<file path="src/rtl/pipe_stage_reg_pkg.sv">
`default_nettype none
// ============================================================================
//  Module      : pipe_stage_reg_pkg
//  Description : Shared constants and types for the P7 inter-stage pipeline
//                register. Every stage instance draws its reset/handler PCs
//                and the "no exception" encoding from here.
//  Revision    : 1.0 - initial release
// ============================================================================
package pipe_stage_reg_pkg;

    // Exception code meaning "nothing pending"
    localparam logic [31:0] c_EXC_NONE   = 32'd0;
    // PC presented after reset
    localparam logic [31:0] c_RESET_PC   = 32'h0000_3000;
    // Exception handler entry point
    localparam logic [31:0] c_HANDLER_PC = 32'h0000_4180;

    // The single action applied on a clock edge (reset handled separately)
    typedef enum logic [2:0] {
        ACT_REQ    = 3'd0,
        ACT_ERET   = 3'd1,
        ACT_HOLD   = 3'd2,
        ACT_BUBBLE = 3'd3,
        ACT_LOAD   = 3'd4
    } stage_act_e;

    // Priority decode of the control inputs: req > eret > hold > bubble > load
    function automatic stage_act_e decode_act(
        input logic req,
        input logic eret,
        input logic hold,
        input logic bubble
    );
        if (req)         return ACT_REQ;
        else if (eret)   return ACT_ERET;
        else if (hold)   return ACT_HOLD;
        else if (bubble) return ACT_BUBBLE;
        else             return ACT_LOAD;
    endfunction

endpackage : pipe_stage_reg_pkg
`default_nettype wire

</file>
<file path="src/rtl/pipe_stage_reg_exc_merge.sv">
`default_nettype none
// ============================================================================
//  Module      : pipe_stage_reg_exc_merge
//  Description : Combinational exception merge. The older (upstream) code
//                wins over the one detected locally; an invalid slot never
//                carries an exception.
//  Revision    : 1.0 - initial release
// ============================================================================
module pipe_stage_reg_exc_merge #(
    parameter int              EXC_W    = 5,
    parameter logic [EXC_W-1:0] EXC_NONE = '0
) (
    input  logic             i_valid,
    input  logic [EXC_W-1:0] i_exc,
    input  logic [EXC_W-1:0] i_local_exc,
    output logic [EXC_W-1:0] o_exc
);

    // Valid-gated first-exception-wins select
    always_comb begin
        o_exc = EXC_NONE;
        if (i_valid) begin
            if (i_exc != EXC_NONE) o_exc = i_exc;
            else                   o_exc = i_local_exc;
        end
    end

endmodule : pipe_stage_reg_exc_merge
`default_nettype wire

</file>
<file path="src/rtl/pipe_stage_reg.sv">
`default_nettype none
// ============================================================================
//  Module      : pipe_stage_reg
//  Description : Parametrised inter-stage pipeline register (IF/ID, ID/EX,
//                EX/MEM, MEM/WB) with hold, bubble, exception flush, eret
//                redirect, exception merge and a saturating bubble counter.
//  Revision    : 1.0 - initial release
// ============================================================================
module pipe_stage_reg
    import pipe_stage_reg_pkg::*;
#(
    parameter int               DATA_W     = 96,
    parameter int               EXC_W      = 5,
    parameter logic [EXC_W-1:0] EXC_NONE   = EXC_W'(c_EXC_NONE),
    parameter logic [31:0]      RESET_PC   = c_RESET_PC,
    parameter logic [31:0]      HANDLER_PC = c_HANDLER_PC,
    parameter int               CNT_W      = 16
) (
    input  logic              clk,
    input  logic              reset,
    input  logic              req,
    input  logic              eret,
    input  logic              hold,
    input  logic              bubble,
    input  logic [31:0]       in_epc,
    input  logic [31:0]       in_pc,
    input  logic [DATA_W-1:0] in_data,
    input  logic              in_is_delay,
    input  logic              in_valid,
    input  logic [EXC_W-1:0]  in_exc,
    input  logic [EXC_W-1:0]  in_local_exc,
    output logic [31:0]       out_pc,
    output logic [DATA_W-1:0] out_data,
    output logic              out_is_delay,
    output logic              out_valid,
    output logic [EXC_W-1:0]  out_exc,
    output logic [CNT_W-1:0]  bubble_cnt
);

    stage_act_e        w_act;
    logic [EXC_W-1:0]  w_merged_exc;

    logic [31:0]       r_pc_q,       w_pc_d;
    logic [DATA_W-1:0] r_data_q,     w_data_d;
    logic              r_is_delay_q, w_is_delay_d;
    logic              r_valid_q,    w_valid_d;
    logic [EXC_W-1:0]  r_exc_q,      w_exc_d;
    logic [CNT_W-1:0]  r_cnt_q,      w_cnt_d;

    pipe_stage_reg_exc_merge #(
        .EXC_W    (EXC_W),
        .EXC_NONE (EXC_NONE)
    ) u_exc_merge (
        .i_valid     (in_valid),
        .i_exc       (in_exc),
        .i_local_exc (in_local_exc),
        .o_exc       (w_merged_exc)
    );

    // Next-state selection: one action per edge, default is to keep contents
    always_comb begin
        w_act        = decode_act(req, eret, hold, bubble);
        w_pc_d       = r_pc_q;
        w_data_d     = r_data_q;
        w_is_delay_d = r_is_delay_q;
        w_valid_d    = r_valid_q;
        w_exc_d      = r_exc_q;
        w_cnt_d      = r_cnt_q;
        case (w_act)
            ACT_REQ: begin
                w_pc_d       = HANDLER_PC;
                w_data_d     = '0;
                w_is_delay_d = 1'b0;
                w_valid_d    = 1'b0;
                w_exc_d      = EXC_NONE;
            end
            ACT_ERET: begin
                w_pc_d       = in_epc;
                w_data_d     = '0;
                w_is_delay_d = 1'b0;
                w_valid_d    = 1'b0;
                w_exc_d      = EXC_NONE;
            end
            ACT_HOLD: begin
                // Everything, including the counter, stays put
            end
            ACT_BUBBLE: begin
                // PC and BD bit survive so an interrupt can still form EPC
                w_pc_d       = in_pc;
                w_is_delay_d = in_is_delay;
                w_data_d     = '0;
                w_valid_d    = 1'b0;
                w_exc_d      = EXC_NONE;
                if (r_cnt_q != {CNT_W{1'b1}}) w_cnt_d = r_cnt_q + 1'b1;
            end
            default: begin
                w_pc_d       = in_pc;
                w_data_d     = in_data;
                w_is_delay_d = in_is_delay;
                w_valid_d    = in_valid;
                w_exc_d      = w_merged_exc;
            end
        endcase
    end

    // Stage registers with synchronous reset
    always_ff @(posedge clk) begin
        if (reset) begin
            r_pc_q       <= RESET_PC;
            r_data_q     <= '0;
            r_is_delay_q <= 1'b0;
            r_valid_q    <= 1'b0;
            r_exc_q      <= EXC_NONE;
            r_cnt_q      <= '0;
        end else begin
            r_pc_q       <= w_pc_d;
            r_data_q     <= w_data_d;
            r_is_delay_q <= w_is_delay_d;
            r_valid_q    <= w_valid_d;
            r_exc_q      <= w_exc_d;
            r_cnt_q      <= w_cnt_d;
        end
    end

    assign out_pc       = r_pc_q;
    assign out_data     = r_data_q;
    assign out_is_delay = r_is_delay_q;
    assign out_valid    = r_valid_q;
    assign out_exc      = r_exc_q;
    assign bubble_cnt   = r_cnt_q;

endmodule : pipe_stage_reg
`default_nettype wire

</file>
<file path="config.mk">
export PLATFORM = sky130hd
export DESIGN_NAME = pipe_stage_reg
export DESIGN_NICKNAME = d
export VERILOG_FILES = /design/src/rtl/pipe_stage_reg_pkg.sv /design/src/rtl/pipe_stage_reg_exc_merge.sv /design/src/rtl/pipe_stage_reg.sv
export SDC_FILE = /design/constraint.sdc
export NUM_CORES = 1
export LEC_CHECK = 0
export CORE_AREA = 2 2 128 130
export CTS_CLUSTER_DIAMETER = 120
export DETAILED_ROUTE_END_ITERATION = 12
export DIE_AREA = 0 0 130 132
export PLACE_DENSITY = 0.76
export RECOVER_POWER = 25
export SLEW_MARGIN = 20
export SYNTH_ARGS = -nofsm -noshare
export SYNTH_HDL_FRONTEND = slang
export SYNTH_SLANG_ARGS = --single-unit
</file>
<file path="constraint.sdc">
create_clock -name clk -period 3.4 [get_ports clk]
set_input_delay 0.34 -clock clk [delete_from_list [all_inputs] [get_ports clk]]
set_output_delay 0.34 -clock clk [all_outputs]
set_load 0.01 [all_outputs]
</file>
==> metrics, run 1 <==
Root Buffer clkbuf_16; H-tree levels 4; num rows 46; Final GP Congestion 0.8065; most common cell after layout, fill and taps aside clkdlybuf4s50_1; DP Wirelength 13780 um; Clk Latency, worst-skew pair 420 ps; failing checks max-capacitance violations, max-slew violations; Final Setup Violations 0; die width 130 um; TritonCTS clock tree yes; vias in the first global route 5488; Worst-Margin Slew 1622 ps; crit path kind in -> reg; CTS hold repair buffers 0; critical-path cell list dlygate4sd3_1 > nor4b_4 > nand4_1 > nor4_1 > mux2_2; die area 0.01716 mm2; synthesis-to-finish area growth 74.39%; largest cells by area after synthesis dfxtp_1, a22oi_1, nor2_1; initial cell density of the core 35.10%; Crit-path slowest cell dlygate4sd3_1; CP peak stage delay 680 ps; post-synthesis cell type count 37; chip height 132 um; status finished with violations; kind of end point of the critical path register; Synth top area share 54.81%; Worst setup SP type primary input; period utilisation layout 71.32%; port bufs 328; peak supply drop 330.3 uV; CTS max path bufs 2; largest net degree at the start of global routing 81; global-route wire length before repair 29350 um; # Post-CTS Setup Buffers 0; Gates resized, CTS repair 0; Final Net Count 1092; cell area after synthesis 0.005515 mm2; number of vias per cell 5.005; skew final 6.907 ps; CTS buffer count 17; overall routed net length 19110 um; antenna-violating nets left 0; total negative setup slack 0 ps; drt initial violations 375; Pwr Density 443.2 mW/mm2; Final Hold Violating Endpoints 0; worst path required time 3710 ps; core region area 0.01571 mm2; antenna violations before repair 1; Fin Hold WS 402.2 ps; ports placed on the boundary 329; clk slew on worst S/H paths 70 ps; f_max 412.4 MHz; Worst Path Arrival 2730 ps; RSZ-0062 raised after global routing no; Vias 5721; post-synthesis average cell area 9.131 um2; most frequent cells in the layout clkdlybuf4s50_1, dfxtp_1, nor2_1, a22oi_1, dlygate4sd3_1; Max-cap violations 1; FF+latch count, synth 151; total gr overflow 0; syn_nets 783; # DRC 0; leakage 0.003658 uW; layout cell share with drive strength beyond 1 5.724%; router iterations before antenna repair 5; Slew Limit Fails 29; crit path time final 2425 ps; clk sink count 151; Overall Global Routing Usage 21.83%; post-synth top area cell dfxtp_1; sequential share of the synthesized area 54.81%; Gate Count Post-Synth 604; max_slew headroom -8.136%; HP Class in -> reg; drt wl/cell 16.72 um; CP max FO 11; yosys warns 0
==> critical path: cells and delay by family <==
| kind | cells | cell delay, ps |
|---|---|---|
| buffers and inverters | 1 | 680 |
| and+or+nand+nor | 3 | 1340 |
| muxes | 1 | 370 |
==> stage by stage <==
step / total power [uW] / area (um2) / setup slack [ps] / instances / util (%)
final: 4263 / 9618 / 975.0 / 1143 / 61.21
after global routing: 4419 / 9618 / 809.0 / 1143 / 61.21
after CTS: 4320 / 9619 / 1062 / 1142 / 61.22
after detailed placement: 2329 / 9002 / 631.7 / 1110 / 57.29
after global placement: 2326 / 9002 / 670.1 / 1110 / 57.29
after floorplan: 2003 / 5515 / 1479 / 604 / -
==> state kept, by name (all words and copies together), names as in the netlist <==
| name | flops |
|---|---|
| out_data | 96 |
| out_pc | 32 |
| bubble_cnt | 16 |
| out_exc | 5 |
| out_is_delay | 1 |
| out_valid | 1 |
==> kinds of logic after synthesis <==
logic type / share of synthesized area [%]
mux: 1.679
flops: 54.81
fa+ha+maj: 0.2268
compound gates: 21.21
simple gates: 18.22
buf+inv: 3.856
==> routing by layer <==
metal  wire, um  GRT usage (%)  up-vias
met5          0              0        -
met4        333          6.631        0
met3       1428          7.549       30
met2       9364          36.18      211
met1       7981          26.58     2664
li1           -              -     2816
==> worst paths after layout <==
check	from	depth (start not counted)	slack (ps)	endpoint
min reg2reg	out_exc[2]	2	450	out_exc[2]
min	reset	2	400	out_data[16]
max reg2reg	bubble_cnt[0]	5	1320	bubble_cnt[0]
max	eret	5	980	bubble_cnt[15]
==> cells in the mapped netlist, drive strengths merged <==
cell type	count
o41ai	1
a41oi	1
o22ai	27
or2	3
nor2	131
a21o	2
a22oi	97
clkbuf	39
a21oi	19
or3b	1
or4	6
and3	3
nand3b	1
o31ai	5
dfxtp	151
o21ai	15
or3	5
inv	3
nor4b	1
nand2b	2
buf	10
mux2	2
nor2b	3
o21ba	1
ha	1
nor4	4
nand2	17
nor3	30
mux2i	7
and4	2
a211oi	3
nand3	3
nand4	7
clkinv	1
==> final cells by class <==
| class | count | area, um2 |
|---|---|---|
| Inverter | 4 | 15.01 |
| Sequential cell | 151 | 3023 |
| Clock buffer | 17 | 425.4 |
| Timing Repair Buffer | 339 | 3397 |
| Antenna cell | 1 | 2.502 |
| Clock inverter | 15 | 191.4 |
| Multi-Input combinational cell | 400 | 2293 |
| Fill cell | 1381 | 6095 |
| Tap cell | 216 | 270.3 |
==> power by group <==
part / switching (uW) / internal, uW / total [uW]
logic: 178 / 279 / 457
clock network: 806 / 1170 / 1980
registers: 19.2 / 1810 / 1820
Power figures use the tool's default switching activity.
==> run 2, diff against run 1 <==
Settings changed: CORE_AREA 2 2 128 130 to not set, CORE_MARGIN set to 2, CORE_UTILIZATION set to 34, DIE_AREA 0 0 130 132 to not set, PLACE_DENSITY 0.76 to 0.77.
Clock period 3.4 ns to 2 ns, I/O delays scaled along.
==> run 2 against run 1 <==
Net effect:
- the flow now finishes without violations
- cell count up 1.5%
- die area is 0.56% higher
- final area is 1.7% higher
- routed wire length decreased by 0.28%
- register-to-register slack got worse by 1100 ps
- global-route usage shrank 0.29 points
- clock skew decreased by 3.9 ps
- setup slack got worse by 770 ps
- flip-flop and latch count unchanged
- combinational power increased by 76%
- non-clock buffer count up 19
==> metrics, run 2 (same netlist as run 1, synthesis figures left out) <==
RSZ-0062 raised after global routing no; Root Buffer clkbuf_16; DP Wirelength 13870 um (+0.59%); num rows 46 (unchanged); crit path launch bubble_cnt[6]; CTS buffer count 17 (unchanged); Max-cap violations 0 (-1); Pwr Density 739.0 mW/mm2 (+67%); H-tree levels 4 (unchanged); switching portion of total power 22.18% (-1.4 points); global-route wire length before repair 29990 um (+2.2%); post-route non-filler standard cell count 1160 (+1.5%); HP Class in -> reg; antenna-violating nets left 0 (unchanged); synthesis-to-finish area growth 77.31%; crit path kind reg -> reg; Final GP Congestion 0.8353 (+3.6%); chip height 131.4 um (-0.48%); CP max FO 7 (-4); worst setup margin 206.0 ps (-769.0 ps); Fin Hold WS 91.90 ps (-310.3 ps); # DRC 0 (unchanged); Clk Latency, worst-skew pair 410 ps (about the same); layout cell share with drive strength beyond 1 7.415% (+1.7 points); Largest register FFs 96 (unchanged); most frequent cells in the layout clkdlybuf4s50_1, dfxtp_1, nor2_1, a22oi_1, dlygate4sd3_1; clk sink count 151 (unchanged); antenna violations before repair 0 (-1); max_slew headroom 33.17% (+41 points); vias in the first global route 5734 (+4.5%); Critical Path Stages 4 (-1); worst path required time 2340 ps (-1370 ps); Int Power 5624 uW (+73%); register share of total power 42.9% (about the same); Worst-Margin Slew 1002 ps (-619.6 ps); largest net degree at the start of global routing 68 (-16%); total gr overflow 0 (unchanged); TritonCTS clock tree yes; Vias 5887 (+2.9%); path depth of the worst reg2reg path 4 (-1); Overall Global Routing Usage 21.54% (-0.29 points); Reg2Reg Capture Point bubble_cnt[13]; ports placed on the boundary 329 (unchanged); port bufs 328 (unchanged); CTS hold repair buffers 0 (unchanged); leakage 0.003717 uW (+1.6%); r2r setup slk 210 ps (-1110 ps); worst reg2reg startpoint bubble_cnt[6]; CTS max path bufs 2 (unchanged); Final Hold Violating Endpoints 0 (unchanged); Crit-path slowest cell dfxtp_1; drt initial violations 309 (-18%); peak supply drop 563.1 uV (+70%); die width 131.4 um (+1.1%); clk slew on worst S/H paths 60 ps (about the same); skew final 3.049 ps (-3.857 ps); overall routed net length 19050 um (-0.28%); Filler cells 1384 (+0.22%); Final Net Count 1111 (+1.7%); most common cell after layout, fill and taps aside clkdlybuf4s50_1; CP peak stage delay 460 ps (-220 ps); Clock power frac 46.0% (-0.5 points); core region area 0.01589 mm2 (+1.1%); critical-path cell list nand4_1 > or2_2 > or4_1 > a21oi_1; Worst Path Arrival 2140 ps (-590 ps); Final Setup Violations 0 (unchanged); Worst path top cell family by delay simple AND/OR/NAND/NOR gates; Gates resized, CTS repair 0 (unchanged); drt wl/cell 16.43 um (-1.7%); Slew Limit Fails 0 (-100%); crit path time final 1794 ps; WP buf/inv 0 (-1); die area 0.01726 mm2 (+0.56%); Worst setup SP type register; WHS Path Cells 2 (unchanged); worst slack at placement -140.8 ps (-772.5 ps); initial cell density of the core 34.72% (-0.38 points); f_max 557.4 MHz; period utilisation layout 89.70%; NetSw 1603 uW (+60%); kind of end point of the critical path register; # Post-CTS Setup Buffers 0 (unchanged); min-delay src reset; DP Cell Count 1129 (+1.7%); router iterations before antenna repair 5 (unchanged); number of vias per cell 5.075 (+1.4%); Logic pwr share 11.1% (+0.4 points); diodes inserted 0 (-1); status finished clean; crit path to bubble_cnt[13]
==> run 2: changes by cell type in the layout (fill, tap and decap cells not counted), sizes merged <==
cell | previous run | this run
buf | 11 | 24
clkbuf | 18 | 27
clkdlybuf4s50 | 257 | 275
clkinv | 4 | 5
diode | 1 | 0
dlygate4sd3 | 70 | 52
inv | 10 | 5
==> run 2: power groups by stage <==
stage / logic (uW) / registers, uW / clock network, uW
after floorplan: 210 / 3190 / 0
after detailed placement: 819 / 3170 / 0
after CTS: 822 / 3100 / 3400
after global placement: 812 / 3170 / 0
final: 803 / 3100 / 3320
after global routing: 857 / 3110 / 3520
==> run 2: final cells by class <==
| cell class | count | area, um2 | area share [%] |
|---|---|---|---|
| clock buffer | 20 | 466.7 | 4.772 |
| clock inverter | 11 | 146.4 | 1.497 |
| inverter | 4 | 15.01 | 0.1535 |
| multi-input combinational | 400 | 2288 | 23.40 |
| sequential | 151 | 3023 | 30.91 |
| tap | 216 | 270.3 | 2.764 |
| timing repair buffer | 358 | 3570 | 36.50 |
==> run 2: worst min-delay path by stage <==
stage	slack (ps)	to
3_3_place_gp	430	out_exc[2]
4_1_cts	70	bubble_cnt[2]
2_1_floorplan	350	out_data[0]
6_report	90	bubble_cnt[2]
5_1_grt	80	bubble_cnt[2]
3_5_place_dp	450	out_exc[3]
==> run 2: worst reg2reg max path, delay by kind of cell, from the launching register on <==
kind	cells	cell delay, ps
compound gates	1	150
flops	1	460
simple gates	3	1120
==> run 2: metrics by stage <==
stage / setup TNS [ps] / total power (uW) / util [%] / area (um2)
3_5_place_dp: -1121 / 3987 / 57.96 / 9208
3_3_place_gp: -1059 / 3979 / 57.96 / 9208
2_1_floorplan: 0 / 3405 / - / 5515
4_1_cts: 0 / 7326 / 61.82 / 9821
6_report: 0 / 7227 / 61.56 / 9779
5_1_grt: 0 / 7484 / 61.56 / 9779
==> run 2: routing by layer <==
metal  track usage [%]  wire (um)  vias up
met5                 0          0        -
met4             8.514        438        0
met3             7.870       1702       30
met2             36.17       9313      266
met1             25.02       7600     2747
li1                  -          -     2844
==> run 3, diff against run 2 <==
Settings changed: CELL_PAD_IN_SITES_DETAIL_PLACEMENT set to 2, CELL_PAD_IN_SITES_GLOBAL_PLACEMENT set to 2, CORE_UTILIZATION 34 to 18, PLACE_DENSITY 0.77 to not set, PLACE_DENSITY_LB_ADDON set to 0.1.
==> run 3 against run 2 <==
Net effect:
- first-iteration DRC count is 48% lower
- largest power group unchanged
- core utilization is 29 points lower
- flip-flop and latch count stayed put
- critical path depth up 3
- highest routed layer is now met5
- routed wire length rose by 34%
==> metrics, run 3 (same netlist as run 1, synthesis figures left out) <==
most common cell after layout, fill and taps aside clkdlybuf4s50_1; CP peak stage delay 590 ps (+130 ps); vias in the first global route 6939 (+21%); leakage 0.003539 uW (-4.8%); path depth of the worst reg2reg path 6 (+2); synthesis-to-finish area growth 81.46%; WHS Endpoint bubble_cnt[5]; critical-path cell list dlygate4sd3_1 > nor4b_4 > buf_4 > nand4_1 > buf_4 > o41ai_1 > a21oi_1; chip height 179.0 um (+36%); Vias 6033 (+2.5%); Worst-Margin Slew 701.4 ps (-301.0 ps); Largest register FFs 96 (unchanged); peak supply drop 427.0 uV (-24%); die area 0.03206 mm2 (+86%); num rows 64 (+39%); core region area 0.03035 mm2 (+91%); HP Class in -> reg; Final Net Count 1115 (+0.36%); Slew Limit Fails 0 (unchanged); TritonCTS clock tree yes; number of vias per cell 4.489 (-12%); Core Util, Final 32.98% (-29 points); clk slew on worst S/H paths 70 ps (about the same); Overall Global Routing Usage 15.78% (-5.8 points); Worst Path Arrival 2230 ps (+90 ps); min-delay src reset; register share of total power 43.0% (about the same); crit path time final 1940 ps (+146.5 ps); worst path required time 2290 ps (-50 ps); RSZ-0062 raised after global routing no; global-route wire length before repair 38350 um (+28%); worst setup margin 59.59 ps (-146.5 ps); max_slew headroom 53.24% (+20 points); Crit-path slowest cell dlygate4sd3_1; r2r setup slk 160 ps (-50 ps); DP Wirelength 19360 um (+40%); worst reg2reg startpoint bubble_cnt[0]; Final GP Congestion 0.7391 (-12%); Int Power 5459 uW (-2.9%); period utilisation layout 97.02% (+7.3 points); clk sink count 151 (unchanged); Gates resized, CTS repair 0 (unchanged); Max-cap violations 0 (unchanged); WHS Path Cells 2 (unchanged); router iterations before antenna repair 4 (-1); f_max 515.4 MHz (-7.5%); layout cell share with drive strength beyond 1 7.806% (+0.39 points); post-route non-filler standard cell count 1344 (+16%); ports placed on the boundary 329 (unchanged); Final Hold Violating Endpoints 0 (unchanged); H-tree levels 4 (unchanged); drt initial violations 162 (-48%); worst slack at placement -342.9 ps (-202.1 ps); status finished clean; largest net degree at the start of global routing 69 (+1.5%); # DRC 0 (unchanged); Root Buffer clkbuf_16; DP Cell Count 1311 (+16%); Clock power frac 45.6% (-0.4 points); total negative setup slack 0 ps (unchanged); CTS max path bufs 2 (unchanged); Pwr Density 721.6 mW/mm2 (-2.4%); initial cell density of the core 18.17% (-17 points); CTS buffer count 17 (unchanged); Fin Hold WS 91.74 ps (-0.1621 ps); crit path kind in -> reg; Logic pwr share 11.4% (+0.3 points); Reg2Reg Capture Point bubble_cnt[14]; diodes inserted 0 (unchanged); overall routed net length 25520 um (+34%); kind of end point of the critical path register; NetSw 1762 uW (+10%); Worst setup SP type primary input; port bufs 328 (unchanged); skew final 9.796 ps (+6.746 ps); antenna-violating nets left 0 (unchanged); most frequent cells in the layout clkdlybuf4s50_1, dfxtp_1, nor2_1, a22oi_1, nor3_1; die width 179.0 um (+36%); Most common cell on crit path buf_4; CP max FO 7 (unchanged); CTS hold repair buffers 0 (unchanged); antenna violations before repair 1 (+1); switching portion of total power 24.40% (+2.2 points); drt wl/cell 18.99 um (+16%); Final Setup Violations 0 (unchanged); Clk Latency, worst-skew pair 420 ps (about the same); total gr overflow 0 (unchanged)
-- run 3: how the worst max path moves through the flow --
stage	startpoint	to	slack, ps	depth (start not counted)
after floorplan	bubble_cnt[0]	bubble_cnt[0]	200	5
after global placement	eret	bubble_cnt[15]	-300	5
after detailed placement	eret	bubble_cnt[15]	-340	5
after CTS	eret	bubble_cnt[15]	120	5
after global routing	req	bubble_cnt[14]	9	7
final	req	bubble_cnt[14]	60	7
-- run 3: area by class of cell --
cell class	count	area (um2)
tap	396	495.5
timing repair buffer	362	3610
multi-input combinational	400	2278
fill	3316	20340
inverter	4	15.01
clock buffer	19	442.9
clock inverter	12	143.9
sequential	151	3023
-- run 3: worst max-delay path: cells and delay by family --
kind	cells	cell delay, ps
AND/OR/NAND/NOR	2	530
AO/OA/AOI/OAI	2	490
buffers and inverters	3	1010
-- run 3: layer usage --
layer	vias to the layer above	wire length, um	part of all wire [%]	global-route usage (%)
met5	-	13	0.051	0
met4	2	620	2.4	6.064
met3	35	1891	7.4	5.344
met2	181	13740	54	29.79
met1	2962	9250	36	15.81
li1	2853	-	-	-
-- run 3: repair_timing --
action	4_1_cts	5_1_grt
setup endpoints to repair	0	4
hold endpoints to repair	0	0
buffers inserted	0	2
-- run 3: metrics by stage --
stage          total power [uW]  area, um2
2_1_floorplan              3405       5515
3_3_place_gp               3994       9460
6_report                   7222      10010
4_1_cts                    7404      10050
3_5_place_dp               4025       9460
5_1_grt                    7566      10010
-- run 3: power groups by stage --
| stage | registers [uW] | logic (uW) | clock network, uW |
|---|---|---|---|
| 5_1_grt | 3110 | 892 | 3570 |
| 3_3_place_gp | 3170 | 828 | 0 |
| 3_5_place_dp | 3170 | 853 | 0 |
| 2_1_floorplan | 3190 | 210 | 0 |
| 6_report | 3100 | 826 | 3290 |
| 4_1_cts | 3100 | 858 | 3440 |
